### src/rtl/ad80305_pkg.sv
// Shared definitions for the AD80305 RX FIFO read-side scheduler.
package ad80305_pkg;

    localparam int RD_DIV_DEF = 4;
    localparam int LVL_W_DEF  = 4;
    localparam int IQ_W       = 24;

    typedef enum logic [1:0] {
        ST_IDLE   = 2'd0,
        ST_FILL   = 2'd1,
        ST_RUN    = 2'd2,
        ST_RESYNC = 2'd3
    } sched_state_t;

endpackage

### src/rtl/ad80305_sat_cnt.sv
// Saturating event counter with a synchronous clear that wins over increment.
module ad80305_sat_cnt
    import ad80305_pkg::*;
#(
    parameter int W = 8
) (
    input  logic         i_fpga_clk_125p,
    input  logic         i_fpga_rst_125p,
    input  logic         clr,
    input  logic         inc,
    output logic [W-1:0] cnt
);

    // Count events, stick at all-ones, clear on request.
    always_ff @(posedge i_fpga_clk_125p or negedge i_fpga_rst_125p) begin
        if (!i_fpga_rst_125p) begin
            cnt <= '0;
        end else if (clr) begin
            cnt <= '0;
        end else if (inc && (cnt != '1)) begin
            cnt <= cnt + 1'b1;
        end
    end

endmodule

### src/rtl/ad80305_rx_fifo_sched.sv
// Read-side scheduler for the AD80305 RX dual-clock FIFO: prefill, paced
// reads with watermark trimming, and clear/refill recovery on under/overflow.
module ad80305_rx_fifo_sched
    import ad80305_pkg::*;
#(
    parameter int RD_DIV     = RD_DIV_DEF,
    parameter int LVL_W      = LVL_W_DEF,
    parameter int FILL_LEVEL = 8,
    parameter int LOW_WM     = 4,
    parameter int HIGH_WM    = 12,
    parameter int ACLR_CYC   = 4,
    parameter int CNT_W      = 8
) (
    input  logic             i_fpga_clk_125p,
    input  logic             i_fpga_rst_125p,
    input  logic             i_enable,
    input  logic             i_rdempty,
    input  logic [LVL_W-1:0] i_rdusedw,
    input  logic             i_wrfull_sync,
    input  logic             i_clr_cnt,
    output logic             o_rd_req,
    output logic             o_iqdata_fp,
    output logic             o_fifo_aclr,
    output logic             o_locked,
    output logic [1:0]       o_state,
    output logic [CNT_W-1:0] o_udf_cnt,
    output logic [CNT_W-1:0] o_ovf_cnt,
    output logic [CNT_W-1:0] o_slip_cnt
);

    // Phase counter must hold the stretched period RD_DIV+1.
    localparam int PH_W = $clog2(RD_DIV + 2);
    localparam int AC_W = (ACLR_CYC > 1) ? $clog2(ACLR_CYC) : 1;

    localparam logic [PH_W-1:0]  PER_NOM   = PH_W'(RD_DIV);
    localparam logic [PH_W-1:0]  PER_SHORT = PH_W'(RD_DIV - 1);
    localparam logic [PH_W-1:0]  PER_LONG  = PH_W'(RD_DIV + 1);
    localparam logic [LVL_W-1:0] LVL_FILL  = LVL_W'(FILL_LEVEL);
    localparam logic [LVL_W-1:0] LVL_LOW   = LVL_W'(LOW_WM);
    localparam logic [LVL_W-1:0] LVL_HIGH  = LVL_W'(HIGH_WM);
    localparam logic [AC_W-1:0]  AC_LOAD   = AC_W'(ACLR_CYC - 1);

    sched_state_t    state;
    logic [PH_W-1:0] phase;
    logic [PH_W-1:0] period;
    logic [AC_W-1:0] aclr_left;
    logic            rd_req_q;
    logic            iq_valid_q;
    logic            aclr_q;
    logic            locked_q;

    logic            terminal;
    logic            ovf_evt;
    logic            udf_evt;
    logic            read_evt;
    logic            slip_evt;
    logic [PH_W-1:0] next_period;

    // Decode this cycle's scheduling events and the watermark-trimmed period.
    always_comb begin
        terminal    = (state == ST_RUN) && (phase == (period - PH_W'(1)));
        ovf_evt     = i_enable && i_wrfull_sync && ((state == ST_FILL) || (state == ST_RUN));
        udf_evt     = i_enable && terminal && i_rdempty;
        read_evt    = i_enable && terminal && !i_rdempty && !i_wrfull_sync;
        next_period = PER_NOM;
        if (i_rdusedw >= LVL_HIGH) begin
            next_period = PER_SHORT;
        end else if (i_rdusedw <= LVL_LOW) begin
            next_period = PER_LONG;
        end
        slip_evt    = read_evt && (next_period != PER_NOM);
    end

    // Scheduler FSM with phase/period tracking and registered strobes.
    always_ff @(posedge i_fpga_clk_125p or negedge i_fpga_rst_125p) begin
        if (!i_fpga_rst_125p) begin
            state      <= ST_IDLE;
            phase      <= '0;
            period     <= PER_NOM;
            aclr_left  <= '0;
            rd_req_q   <= 1'b0;
            iq_valid_q <= 1'b0;
            aclr_q     <= 1'b1;
            locked_q   <= 1'b0;
        end else begin
            rd_req_q   <= read_evt;
            iq_valid_q <= rd_req_q;
            if (!i_enable) begin
                state    <= ST_IDLE;
                aclr_q   <= 1'b1;
                locked_q <= 1'b0;
                phase    <= '0;
            end else begin
                case (state)
                    ST_IDLE: begin
                        state     <= ST_RESYNC;
                        aclr_q    <= 1'b1;
                        aclr_left <= AC_LOAD;
                    end
                    ST_RESYNC: begin
                        if (aclr_left == '0) begin
                            state  <= ST_FILL;
                            aclr_q <= 1'b0;
                        end else begin
                            aclr_left <= aclr_left - 1'b1;
                        end
                    end
                    ST_FILL: begin
                        if (ovf_evt) begin
                            state     <= ST_RESYNC;
                            aclr_q    <= 1'b1;
                            aclr_left <= AC_LOAD;
                        end else if (i_rdusedw >= LVL_FILL) begin
                            state    <= ST_RUN;
                            phase    <= '0;
                            period   <= PER_NOM;
                            locked_q <= 1'b1;
                        end
                    end
                    ST_RUN: begin
                        if (ovf_evt || udf_evt) begin
                            state     <= ST_RESYNC;
                            aclr_q    <= 1'b1;
                            aclr_left <= AC_LOAD;
                            locked_q  <= 1'b0;
                            phase     <= '0;
                        end else if (terminal) begin
                            phase  <= '0;
                            period <= next_period;
                        end else begin
                            phase <= phase + 1'b1;
                        end
                    end
                    default: begin
                        state <= ST_IDLE;
                    end
                endcase
            end
        end
    end

    assign o_rd_req    = rd_req_q;
    assign o_iqdata_fp = iq_valid_q;
    assign o_fifo_aclr = aclr_q;
    assign o_locked    = locked_q;
    assign o_state     = state;

    ad80305_sat_cnt #(.W(CNT_W)) u_udf_cnt (
        .i_fpga_clk_125p (i_fpga_clk_125p),
        .i_fpga_rst_125p (i_fpga_rst_125p),
        .clr             (i_clr_cnt),
        .inc             (udf_evt),
        .cnt             (o_udf_cnt)
    );

    ad80305_sat_cnt #(.W(CNT_W)) u_ovf_cnt (
        .i_fpga_clk_125p (i_fpga_clk_125p),
        .i_fpga_rst_125p (i_fpga_rst_125p),
        .clr             (i_clr_cnt),
        .inc             (ovf_evt),
        .cnt             (o_ovf_cnt)
    );

    ad80305_sat_cnt #(.W(CNT_W)) u_slip_cnt (
        .i_fpga_clk_125p (i_fpga_clk_125p),
        .i_fpga_rst_125p (i_fpga_rst_125p),
        .clr             (i_clr_cnt),
        .inc             (slip_evt),
        .cnt             (o_slip_cnt)
    );

endmodule

### config.mk
export PLATFORM = sky130hd
export DESIGN_NAME = ad80305_rx_fifo_sched
export DESIGN_NICKNAME = d
export VERILOG_FILES = /design/src/rtl/ad80305_pkg.sv /design/src/rtl/ad80305_sat_cnt.sv /design/src/rtl/ad80305_rx_fifo_sched.sv
export SDC_FILE = /design/constraint.sdc
export NUM_CORES = 1
export LEC_CHECK = 0
export ABC_AREA = 1
export CORE_ASPECT_RATIO = 1.75
export CORE_UTILIZATION = 38
export DETAILED_ROUTE_END_ITERATION = 6
export MAX_ROUTING_LAYER = met4
export PLACE_DENSITY_LB_ADDON = 0.3
export SLEW_MARGIN = 30
export SYNTH_ARGS = -nofsm -noshare
export SYNTH_HDL_FRONTEND = slang
export SYNTH_SLANG_ARGS = --single-unit
export TNS_END_PERCENT = 20
### constraint.sdc
create_clock -name i_fpga_clk_125p -period 2 [get_ports i_fpga_clk_125p]
set_input_delay 0.4 -clock i_fpga_clk_125p [delete_from_list [all_inputs] [get_ports i_fpga_clk_125p]]
set_output_delay 0.4 -clock i_fpga_clk_125p [all_outputs]
set_load 0.05 [all_outputs]
==> results of run 1 <==
==> metal layers <==
metal / vias to the layer above / GRT usage (%)
met5: - / -
met4: 0 / 6.981
met3: 7 / 2.454
met2: 38 / 31.13
met1: 974 / 20.27
li1: 1063 / -
==> per-stage QoR <==
| step | hold WS (ns) | instance area, µm² | cells | utilization [%] | setup WS (ns) |
|---|---|---|---|---|---|
| CTS | 0.1691 | 2904 | 418 | 49.39 | 0.01703 |
| global route | 0.2011 | 2933 | 419 | 49.88 | 0.0003183 |
| global placement | 0.3804 | 2809 | 410 | 47.78 | 0.1016 |
| detailed placement | 0.3792 | 2809 | 410 | 47.78 | 0.07661 |
| finish | 0.1479 | 2933 | 419 | 49.88 | 0.05448 |
| floorplan | 0.1044 | 2328 | 293 | - | 0.1669 |
==> how the worst max path moves through the flow <==
stage / slack [ns] / from / endpoint
floorplan: 0.17 / o_state[0]$_DFFE_PN0P_ / u_ovf_cnt.cnt[6]$_DFFE_PN0P_
global placement: 0.10 / i_enable / u_slip_cnt.cnt[1]$_DFFE_PN0P_
detailed placement: 0.08 / i_enable / u_slip_cnt.cnt[2]$_DFFE_PN0P_
CTS: 0.02 / u_udf_cnt.cnt[5]$_DFFE_PN0P_ / o_udf_cnt[5]
global route: 0.0003 / u_slip_cnt.cnt[3]$_DFFE_PN0P_ / o_slip_cnt[3]
finish: 0.05 / u_slip_cnt.cnt[3]$_DFFE_PN0P_ / o_slip_cnt[3]
==> kinds of logic after synthesis <==
kind of cell | synth area share (%)
DFF | 40.95
AOI/OAI and AO/OA | 7.147
and+or+nand+nor | 35.63
buffers and inverters | 6.932
xor gates and xnor gates | 4.514
adders and majority gates | 4.836
==> where the power goes <==
part	total (µW)	internal, µW	switching, µW
clock network	558	277	281
registers	991	893	97.8
logic	1130	377	752
total	2680	1550	1130
==> repair_timing <==
item / CTS / global route
resized for setup: 0 / 6
setup buffers: 0 / 1
setup endpoints to repair: 0 / 11
==> state kept, by name, indices dropped and copies added (netlist names) <==
register and count:
o_rd_req 1, u_udf_cnt.cnt 8, period 3, o_fifo_aclr 1
o_iqdata_fp 1, aclr_left 2, o_locked 1, phase 3
u_ovf_cnt.cnt 8, u_slip_cnt.cnt 8, o_state 2
==> cell usage in the layout (no fill, tap or decap), types with 2 or more instances in the layout <==
master	instances
dfrtp_1	36
nand4_1	10
dlymetal6s2s_1	5
nor2_1	14
inv_1	33
o21ai_1	2
xnor2_1	3
clkbuf_8	6
nand3_2	3
inv_2	3
buf_4	14
a21oi_1	4
dfstp_2	2
o31ai_1	3
o21ai_0	11
nand2_1	77
nand4_4	2
nand3b_1	10
nor3_1	5
nand3_1	38
ha_1	9
o22ai_1	2
clkdlybuf4s50_1	25
xor2_1	9
==> final cells by class <==
type | instances | share of cell area, %
multi-input cells | 213 | 41.68
flip-flops and latches | 38 | 32.51
repair buffers | 45 | 14.42
inverters | 37 | 4.821
well taps | 78 | 3.328
clock buffers | 6 | 2.816
clock inverters | 2 | 0.4266
==> flow_summary_export.csv, run 1 <==
group,metric,value,unit
outcome,status,"finished clean",
clock_tree,cts_sinks,38,
clock_tree,numCtsBuffers,5,
critical_path,worstPathArrival,1.55,ns
power,power,2677,µW
yosys,synth_top_area_share,38.69,%
critical_path,rr_endpoint,"u_slip_cnt.cnt[4]$_DFFE_PN0P_",
timing,fmax,0.5140,GHz
critical_path,cp_slowest_cell,"clkdlybuf4s50_1",
critical_path,crit_fanout,5,
job,maxCapViolCount,0,
global_routing,grtUsageTotal,18.08,%
route,dr.pass1.iters,4,
yosys,synth-async-reset-ratio,100.0,%
critical_path,required,1.60,ns
critical_path,crit_type,"reg -> out",
timing,worst_clock_skew,0.009227,ns
route,wl_per_cell,12.20,µm
yosys,ys_warn_count,0,
route,dr_wl_met2,2768,µm
critical_path,cpPeakStageDelay,0.83,ns
global_routing,antenna_found_initial,0,
layout,multi_input_area,0.001222,mm²
route,wl_met3,153,µm
worst_hold_path,hold_class,"in -> async",
yosys,ys_top_cells_by_count,"77 x nand2_1, 38 x nand3_1, 36 x dfrtp_1, 33 x inv_1, 14 x nor2_1",
yosys,synth_top_flop_cell,"dfrtp_1",
yosys,netlist_area,0.002328,mm²
yosys,synth_area_leaders,"dfrtp_1 39%, nand2_1 12%, nand3_1 8.2%",
critical_path,cp.depth,1,
yosys,yosys.area.top_type,"dfrtp_1",
clock_tree,clock_latency,0.29,ns
layout,drive_gt1_share,12.32,%
route,drc,0,
layout,seq_area,953.4,µm²
die,die_w,61.18,µm
timing,finalCritPeriodShare,97.28,%
timing,slew_headroom,66.50,%
die,dieArea,0.006457,mm²
route,ant_nets,0,
layout,area_delta_synth_final,25.95,%
clock_tree,path_clk_slew,0.08,ns
critical_path,crit_path_end_kind,"output port",
critical_path,start_kind,"register",
global_routing,grt_max_degree,39,
layout,antennaDiodeCount,0,
global_routing,grt_overflow_total,0,
place,dpl.hpwl,3903,µm
yosys,avgSynthCellArea,7.947,µm²
global_routing,grt_pass1_wl,8583,µm
global_routing,grt_pass1_vias,1942,
yosys,netlist_instances,293,
timing,setup-tns-final,0,ns
yosys,synth_edf_count,0,
timing,period_minus_slack,1.946,ns
clock_tree,cts.path.max_buffers,2,
clock_tree,h-tree-depth,2,
critical_path,crit_chain,"clkdlybuf4s50_1",
critical_path,crit_buf_inv,1,
clock_tree,cts_tree,"built",
yosys,syn_nets,312,
critical_path,ff2ff_path_depth,11,
timing,worstMarginPinSlew,0.5009,ns
critical_path,reg2reg_from,"period[0]$_DFFE_PN0P_",
power,p_per_area,912.9,mW/mm²
place,port_buffers,39,
die,core_area,0.005879,mm²
die,ios,40,
route,viasPerCell,4.969,
timing,drv_slew,0,
route,drt_iter0_drc,55,
route,wl_met1,2109,µm
layout,fillers,618,
layout,final_nets,359,
power,ir_drop,465.4,µV
route,wl,5111,µm
yosys,synth_seq_cells,38,
clock_tree,hold_buffers,0,
power,leakage,0.001519,µW
yosys,ys_seq_area_share,40.95,%
route,top_layer,"met4",
yosys,yosysUniqueCellTypes,36,
clock_tree,clockRootBuffer,"clkbuf_8",
timing,setup_violations,0,
die,fp.dieH,105.6,µm
yosys,yosysMostFrequentCell,"nand2_1",
timing,hold_violations,0,
critical_path,critical_path.top_delay_family,"buffers and inverters",
route,num_vias,2082,
critical_path,reg2reg_setup_slack,0.18,ns
die,start_util,39.60,%
die,num_rows,37,
timing,rsz0062_at_grt,"no",
place,place_congestion,0.9363,
Power figures use the tool's default switching activity.
==> run 2, diff against run 1 <==
--- a/config.mk
+++ b/config.mk
@@ -7,6 +7,7 @@
 export LEC_CHECK = 0
 export ABC_AREA = 1
 export CORE_ASPECT_RATIO = 1.75
+export CORE_MARGIN = 4
 export CORE_UTILIZATION = 38
 export DETAILED_ROUTE_END_ITERATION = 6
 export MAX_ROUTING_LAYER = met4
==> flow_summary_export.csv, run 2 (synthesized netlist as in run 1, its figures left out) <==
group,metric,value,unit
place,dpl.hpwl,4088,µm
power,combPwrFrac,42.5,%
critical_path,worstPathArrival,1.54,ns
power,sw_frac_of_total,42.51,%
timing,drv_slew,0,
critical_path,ff2ff_path_depth,10,
route,drc,0,
place,dpl_worst_slack,0.08335,ns
clock_tree,clock_latency,0.29,ns
place,port_buffers,39,
layout,antennaDiodeCount,0,
die,dieArea,0.007494,mm²
global_routing,grtUsageTotal,16.41,%
layout,drive_gt1_share,14.04,%
timing,rsz0062_at_grt,"no",
global_routing,grt_pass1_wl,9508,µm
worst_hold_path,hold_class,"in -> async",
timing,worstMarginPinSlew,0.5073,ns
timing,setup-tns-final,0,ns
clock_tree,clockRootBuffer,"clkbuf_8",
critical_path,cp_slowest_cell,"clkdlybuf4s50_1",
layout,final_cell_mix,"76 x nand2_1, 38 x nand3_1, 36 x dfrtp_1, 33 x inv_1, 21 x clkdlybuf4s50_1",
die,core_area,0.005926,mm²
timing,worst_clock_skew,0.006244,ns
clock_tree,h-tree-depth,2,
route,drt_iter0_drc,113,
power,pwr-share-seq,36.8,%
power,ir_drop,408.4,µV
layout,area_delta_synth_final,25.90,%
route,num_vias,2110,
critical_path,reg2reg_setup_slack,0.20,ns
clock_tree,cts.path.max_buffers,2,
route,wl,5329,µm
critical_path,crit_chain,"clkdlybuf4s50_1",
die,ios,40,
global_routing,grt_overflow_total,0,
place,place_inst,411,
timing,period_minus_slack,1.939,ns
critical_path,crit_fanout,4,
power,intPower,1550,µW
power,p_per_area,919.4,mW/mm²
timing,whs,0.1485,ns
power,power_frac_clock,20.7,%
timing,finalCritPeriodShare,96.96,%
critical_path,crit_path_end_kind,"output port",
power,leakage,0.001528,µW
clock_tree,post_cts_buffers,0,
power,p_switching,1146,µW
critical_path,cp-startpoint,"u_slip_cnt.cnt[7]$_DFFE_PN0P_",
clock_tree,path_clk_slew,0.07,ns
critical_path,required,1.60,ns
critical_path,start_kind,"register",
global_routing,grt_max_degree,39,
die,die_w,67.18,µm
timing,fin_ws,0.06071,ns
route,dr.pass1.iters,4,
critical_path,critical_path.top_delay_family,"buffers and inverters",
global_routing,grt_pass1_vias,2146,
clock_tree,cts_resized,0,
job,maxCapViolCount,0,
layout,mostFrequentLayoutCell,"nand2_1",
place,place_congestion,0.8535,
timing,hold_violations,0,
outcome,status,"finished clean",
timing,slew_headroom,66.12,%
die,fp.dieH,111.6,µm
clock_tree,hold_buffers,0,
route,viasPerCell,5.024,
layout,final_nets,360,
die,start_util,39.29,%
critical_path,reg2reg_from,"period[0]$_DFFE_PN0P_",
critical_path,rr_endpoint,"u_udf_cnt.cnt[4]$_DFFE_PN0P_",
clock_tree,cts_tree,"built",
clock_tree,numCtsBuffers,5,
die,num_rows,37,
layout,finalNonFillerCells,420,
timing,fmax,0.5157,GHz
critical_path,crit_type,"reg -> out",
layout,reg_top3,"u_ovf_cnt.cnt: 8 flops, u_slip_cnt.cnt: 8 flops, u_udf_cnt.cnt: 8 flops",
critical_path,cpPeakStageDelay,0.83,ns
route,ant_nets,0,
timing,setup_violations,0,
route,wl_per_cell,12.69,µm
critical_path,crit_buf_inv,1,
clock_tree,cts_sinks,38,
global_routing,antenna_found_initial,0,
## run 2: final cells by class
class | instances | area, µm²
clock buffers | 6 | 82.58
clock inverters | 2 | 12.51
fillers | 645 | 2994
inverters | 37 | 141.4
multi-input cells | 214 | 1231
flip-flops and latches | 38 | 953.4
well taps | 78 | 97.59
repair buffers | 45 | 412.9
## run 2: power groups by stage
stage / registers (µW) / clock network, µW / logic, µW
detailed placement: 1010 / 0 / 1140
floorplan: 1170 / 0 / 659
global placement: 1010 / 0 / 1120
finish: 993 / 557 / 1150
CTS: 997 / 579 / 1140
global route: 1010 / 618 / 1290
## run 2: worst max-delay path by stage
stage | endpoint | slack, ns | cells after the start
floorplan | u_ovf_cnt.cnt[6]$_DFFE_PN0P_ | 0.17 | 9
global placement | u_slip_cnt.cnt[4]$_DFFE_PN0P_ | 0.1 | 8
detailed placement | u_slip_cnt.cnt[2]$_DFFE_PN0P_ | 0.08 | 8
CTS | o_slip_cnt[6] | 0.03 | 1
global route | o_slip_cnt[7] | 0.001 | 1
finish | o_slip_cnt[7] | 0.06 | 1
## run 2: metrics by stage
stage	total power [µW]	util [%]	cell area, µm²
floorplan	1829	-	2328
global placement	2125	47.36	2806
detailed placement	2148	47.36	2806
CTS	2716	48.97	2902
global route	2927	49.47	2932
finish	2695	49.47	2932
## run 2: per-layer routing
metal	global-route usage [%]	part of all wire, %
met2	29.17	54
met5	-	0
met3	2.422	3.1
met1	18.30	41
met4	4.878	1.2
==> edit 1 (settings of run 2) <==
Make the reset (`i_fpga_rst_125p`) synchronous in 2 clocked blocks.
--- a/src/rtl/ad80305_sat_cnt.sv
+++ b/src/rtl/ad80305_sat_cnt.sv
@@ -12,7 +12,7 @@
 );
 
     // Count events, stick at all-ones, clear on request.
-    always_ff @(posedge i_fpga_clk_125p or negedge i_fpga_rst_125p) begin
+    always_ff @(posedge i_fpga_clk_125p) begin
         if (!i_fpga_rst_125p) begin
             cnt <= '0;
         end else if (clr) begin
--- a/src/rtl/ad80305_rx_fifo_sched.sv
+++ b/src/rtl/ad80305_rx_fifo_sched.sv
@@ -72,7 +72,7 @@
     end
 
     // Scheduler FSM with phase/period tracking and registered strobes.
-    always_ff @(posedge i_fpga_clk_125p or negedge i_fpga_rst_125p) begin
+    always_ff @(posedge i_fpga_clk_125p) begin
         if (!i_fpga_rst_125p) begin
             state      <= ST_IDLE;
             phase      <= '0;
Check against the original RTL: differs if i_fpga_rst_125p is asserted again (counterexample within 4 cycles, from zero or initial values and one cycle with i_fpga_rst_125p low); with i_fpga_rst_125p held inactive, the same outputs for 10 cycles.
==> edit 1 against run 2 <==
Area after synthesis decreased by 6.5%. Synthesized cell count up 0.34%. Count of clock-buffer cells in the layout unchanged. Die area shrank 5.9%. Final area down 2.4%. Sequential cell count unchanged. Worst setup slack got worse by 0.011 ns. Routed wire length down 8.1%.
Power is not compared: it rests on default switching activity, and its combinational part moved more than twofold at a synthesized area within 25%.
==> edit 1: results (changes against run 2) <==
Yosys
  • Unique masters post-synth: 32 (was 36)
  • Post-synth top cells: nand2_1, dfxtp_1, nor2_1, inv_1, nand3_1 (was nand2_1, nand3_1, dfrtp_1, inv_1, nor2_1)
  • Register area share after synthesis: 0.349 (was 0.409)
  • Area contributors post-synth: dfxtp_1, nand2_1, ha_1, nand3_1, nor2_1 (was dfrtp_1, nand2_1, nand3_1, inv_1, ha_1)
  • Synth async-reset ratio: 0 (was 1.00)
  • Post-Syn Nets: 314 (was 312)
  • Mean cell area of the mapped netlist: 7.41 sq um (was 7.95 sq um)

Global route
  • Largest net degree at the start of global routing: 16 (was 39)
  • Met2 Resource Use GR: 0.289 (was 0.292)
  • First-pass GRT wire length: 8410 microns (was 9510 microns)
  • Vias in the first global route: 1,935 (was 2,146)
  • GR Util met3: 0.0364 (was 0.0242)
  • Grt met1 use: 0.152 (was 0.183)

Placement
  • Post-Place Setup Slack: 0.0719 ns (was 0.0833 ns)
  • Placer Congestion: 0.841 (was 0.854)
  • Placed inst area: 2710 sq um (was 2810 sq um)
  • Post-Place Cells: 414 (was 411)
  • Post-DP HPWL: 3850 microns (was 4090 microns)

Setup path
  • Reg2Reg Launch Point: period[0]$_SDFFE_PN0P_ (was period[0]$_DFFE_PN0P_)
  • Crit path from: o_state[1]$_SDFFE_PN0P_ (was u_slip_cnt.cnt[7]$_DFFE_PN0P_)

Run status
  • Outcome: finished, final reports clean (unchanged)

Hold path
  • HP Class: flop to flop (was primary input to async pin)

Final layout
  • Invs w/o clock: 42 (was 37)
  • Clock buf/inv share: 0.0499 (was 0.0324)
  • Fraction of area in registers: 0.267 (was 0.325)
  • Fraction of area in multi-input gates: 0.436 (was 0.420)
  • Share of post-route cells with drive strength above 1: 0.191 (was 0.140)
  • Data buffer area share: 0.157 (was 0.141)

Drt
  • Initial DRC Count: 114 (was 113)
  • DRT met1 WL: 1850 microns (was 2200 microns)
  • Via density: 4.71 (was 5.02)
  • Met2 WL: 2740 microns (was 2900 microns)
  • Wire per inst: 11.6 microns (was 12.7 microns)

Timing
  • Clock skew: 0.00650 ns (was 0.00624 ns)
  • Worst Tran Pin Value: 0.518 ns (was 0.507 ns)
-- edit 1: cell count changes after synthesis, sizes merged, moves of 10 or more --
cell / change
dfrtp: -36
nor2: +17
nand3: -14
dfxtp: +38
nand3b: -10
a21oi: +23
-- edit 1: path summary, 6_finish.rpt --
check / endpoint / slack [ns] / depth (start not counted)
setup reg to reg: u_udf_cnt.cnt[2]$_SDFFE_PP0P_ / 0.21 / 13
hold / removal: o_iqdata_fp$_SDFF_PN0_ / 0.45 / 2
hold reg to reg: o_iqdata_fp$_SDFF_PN0_ / 0.45 / 2
setup / recovery: o_state[1] / 0.05 / 1
-- edit 1: cell families (layout without fill, tap and decap cells) --
kind of cell / count (synthesis) / count (layout) / synth area share
and+or+nand+nor: 147 / 147 / 0.349
AOI/OAI and AO/OA: 47 / 47 / 0.129
xor gates and xnor gates: 9 / 9 / 0.0362
buffers and inverters: 43 / 95 / 0.0782
adders and majority gates: 10 / 10 / 0.0575
DFF: 38 / 38 / 0.349
==> edit 2 (flow settings as in run 2) <==
Without the edit above. Set the package constant `LVL_W_DEF` to 3 (it was 4).
--- a/src/rtl/ad80305_pkg.sv
+++ b/src/rtl/ad80305_pkg.sv
@@ -2,7 +2,7 @@
 package ad80305_pkg;
 
     localparam int RD_DIV_DEF = 4;
-    localparam int LVL_W_DEF  = 4;
+    localparam int LVL_W_DEF  = 3;
     localparam int IQ_W       = 24;
 
     typedef enum logic [1:0] {
Interface: changed (resized i_rdusedw); port bits go from 40 to 39. No check against the original RTL was run, so the function may have changed too.
==> edit 2 against run 2 <==
Core utilization is 1.4 points higher. Total power is 2.1% higher. Area after synthesis is 1.5% lower. Routed wire length is 7.7% lower. Final area is 2.1% higher. Worst setup slack worse by 0.010 ns. Register-to-register slack worse by 0.02 ns. Sequential cell count stayed put. Highest routed layer unchanged.
==> edit 2: results (changes against run 2) <==
Global route
  • Tot GR Track Use: 0.155 (was 0.164)
  • Grt met1 use: 0.173 (was 0.183)
  • First-pass GRT wire length: 8910 microns (was 9510 microns)
  • Met2 Resource Use GR: 0.267 (was 0.292)
  • Largest net degree at the start of global routing: 25 (was 39)
  • GR Util met3: 0.0284 (was 0.0242)

Timing
  • Tcrit/Tclk final: 0.975 (was 0.970)
  • Worst Tran Pin Value: 0.506 ns (was 0.507 ns)
  • Worst hold slack: 0.0498 ns (was 0.149 ns)
  • Clock skew: 0.00672 ns (was 0.00624 ns)

Setup path
  • Maximum net fanout on the critical path: 5 (was 4)
  • Worst r2r path cells: 12 (was 10)
  • Crit path from: u_udf_cnt.cnt[5]$_DFFE_PN0P_ (was u_slip_cnt.cnt[7]$_DFFE_PN0P_)
  • Worst setup path endpoint: o_udf_cnt[5] (was o_slip_cnt[7])
  • Worst r2r dst: u_udf_cnt.cnt[2]$_DFFE_PN0P_ (was u_udf_cnt.cnt[4]$_DFFE_PN0P_)
  • Reg-to-reg slack, setup: 0.18 ns (was 0.20 ns)

Drt
  • Routed WL: 4920 microns (was 5330 microns)
  • DRT met1 WL: 1980 microns (was 2200 microns)
  • Routed via count: 1,990 (was 2,110)
  • Wire per inst: 11.9 microns (was 12.7 microns)
  • Met3 wire length: 179 microns (was 163 microns)

Yosys
  • Area contributors post-synth: dfrtp_1, nand2_1, ha_1, inv_1, nand3_1 (was dfrtp_1, nand2_1, nand3_1, inv_1, ha_1)
  • Post-synth top cells: nand2_1, dfrtp_1, inv_1, nand3_1, nand4_1 (was nand2_1, nand3_1, dfrtp_1, inv_1, nor2_1)
  • Post-Syn Nets: 301 (was 312)
  • Unique masters post-synth: 35 (was 36)
  • Register area share after synthesis: 0.415 (was 0.409)
  • Compound-Gate Fraction of Synth Area: 0.0731 (was 0.0715)
  • Post-Syn Instances: 282 (was 293)
  • Post-Synth Adder-Cell Area: 0.0545 (was 0.0484)

Final layout
  • Fillers: 594 (was 645)
  • Share of post-route cells with drive strength above 1: 0.188 (was 0.140)
  • Antenna diodes: 0 (unchanged)
  • Largest registers: u_ovf_cnt.cnt x8, u_slip_cnt.cnt x8, u_udf_cnt.cnt x8 (unchanged)
  • Post-layout nets: 353 (was 360)
  • Multi-input logic area: 1210 sq um (was 1230 sq um)

Power and ir drop
  • Worst vdd ir: 0.649 mV (was 0.408 mV)
  • Leak: 1.60 nW (was 1.53 nW)
  • Clk. pwr: 0.810 mW (was 0.557 mW)
  • Switching power of the nets: 1.00 mW (was 1.15 mW)
  • Combinational share of power: 0.362 (was 0.425)

Clocking
  • Resized Gates After CTS: 2 (was 0)

Placement
  • Post-DP HPWL: 3870 microns (was 4090 microns)
  • Port bufs: 36 (was 39)
  • Placed inst area: 2820 sq um (was 2810 sq um)
  • Placer Congestion: 0.876 (was 0.854)

Run status
  • Outcome: finished, final reports clean (unchanged)

Hold path
  • HP Class: primary input to async pin (unchanged)
## edit 2: changes by cell type in the layout (fill, tap and decap cells not counted), sizes merged, moves of 2 or more
cell           delta
a21oi             +5
buf               +6
bufinv            +2
clkdlybuf4s50     -4
dlygate4sd2       +2
nand2            +10
nand3            -17
nand3b            -5
nand4             +2
nor2              -3
o22ai             -2
xor2              +2
## edit 2: final cells by class
type,count,share of cell area
Multi-Input combinational cell,203,0.404
Sequential cell,38,0.319
Timing Repair Buffer,48,0.150
Inverter,38,0.0477
Tap cell,78,0.0326
Clock buffer,6,0.0276
Clock inverter,2,0.0201
## edit 2: worst register-to-register path, stage by stage, from the launching register on
cell and delay (ns):
dfrtp_1 0.38, inv_2 0.06, ha_1 0.29, inv_1 0.04, nand2_1 0.05, nand2_1 0.11, nor2_8 0.15, nand4_4 0.15
a21oi_4 0.19, buf_12 0.13, nor2_4 0.05, nand2_1 0.07, nand2_1 0.05
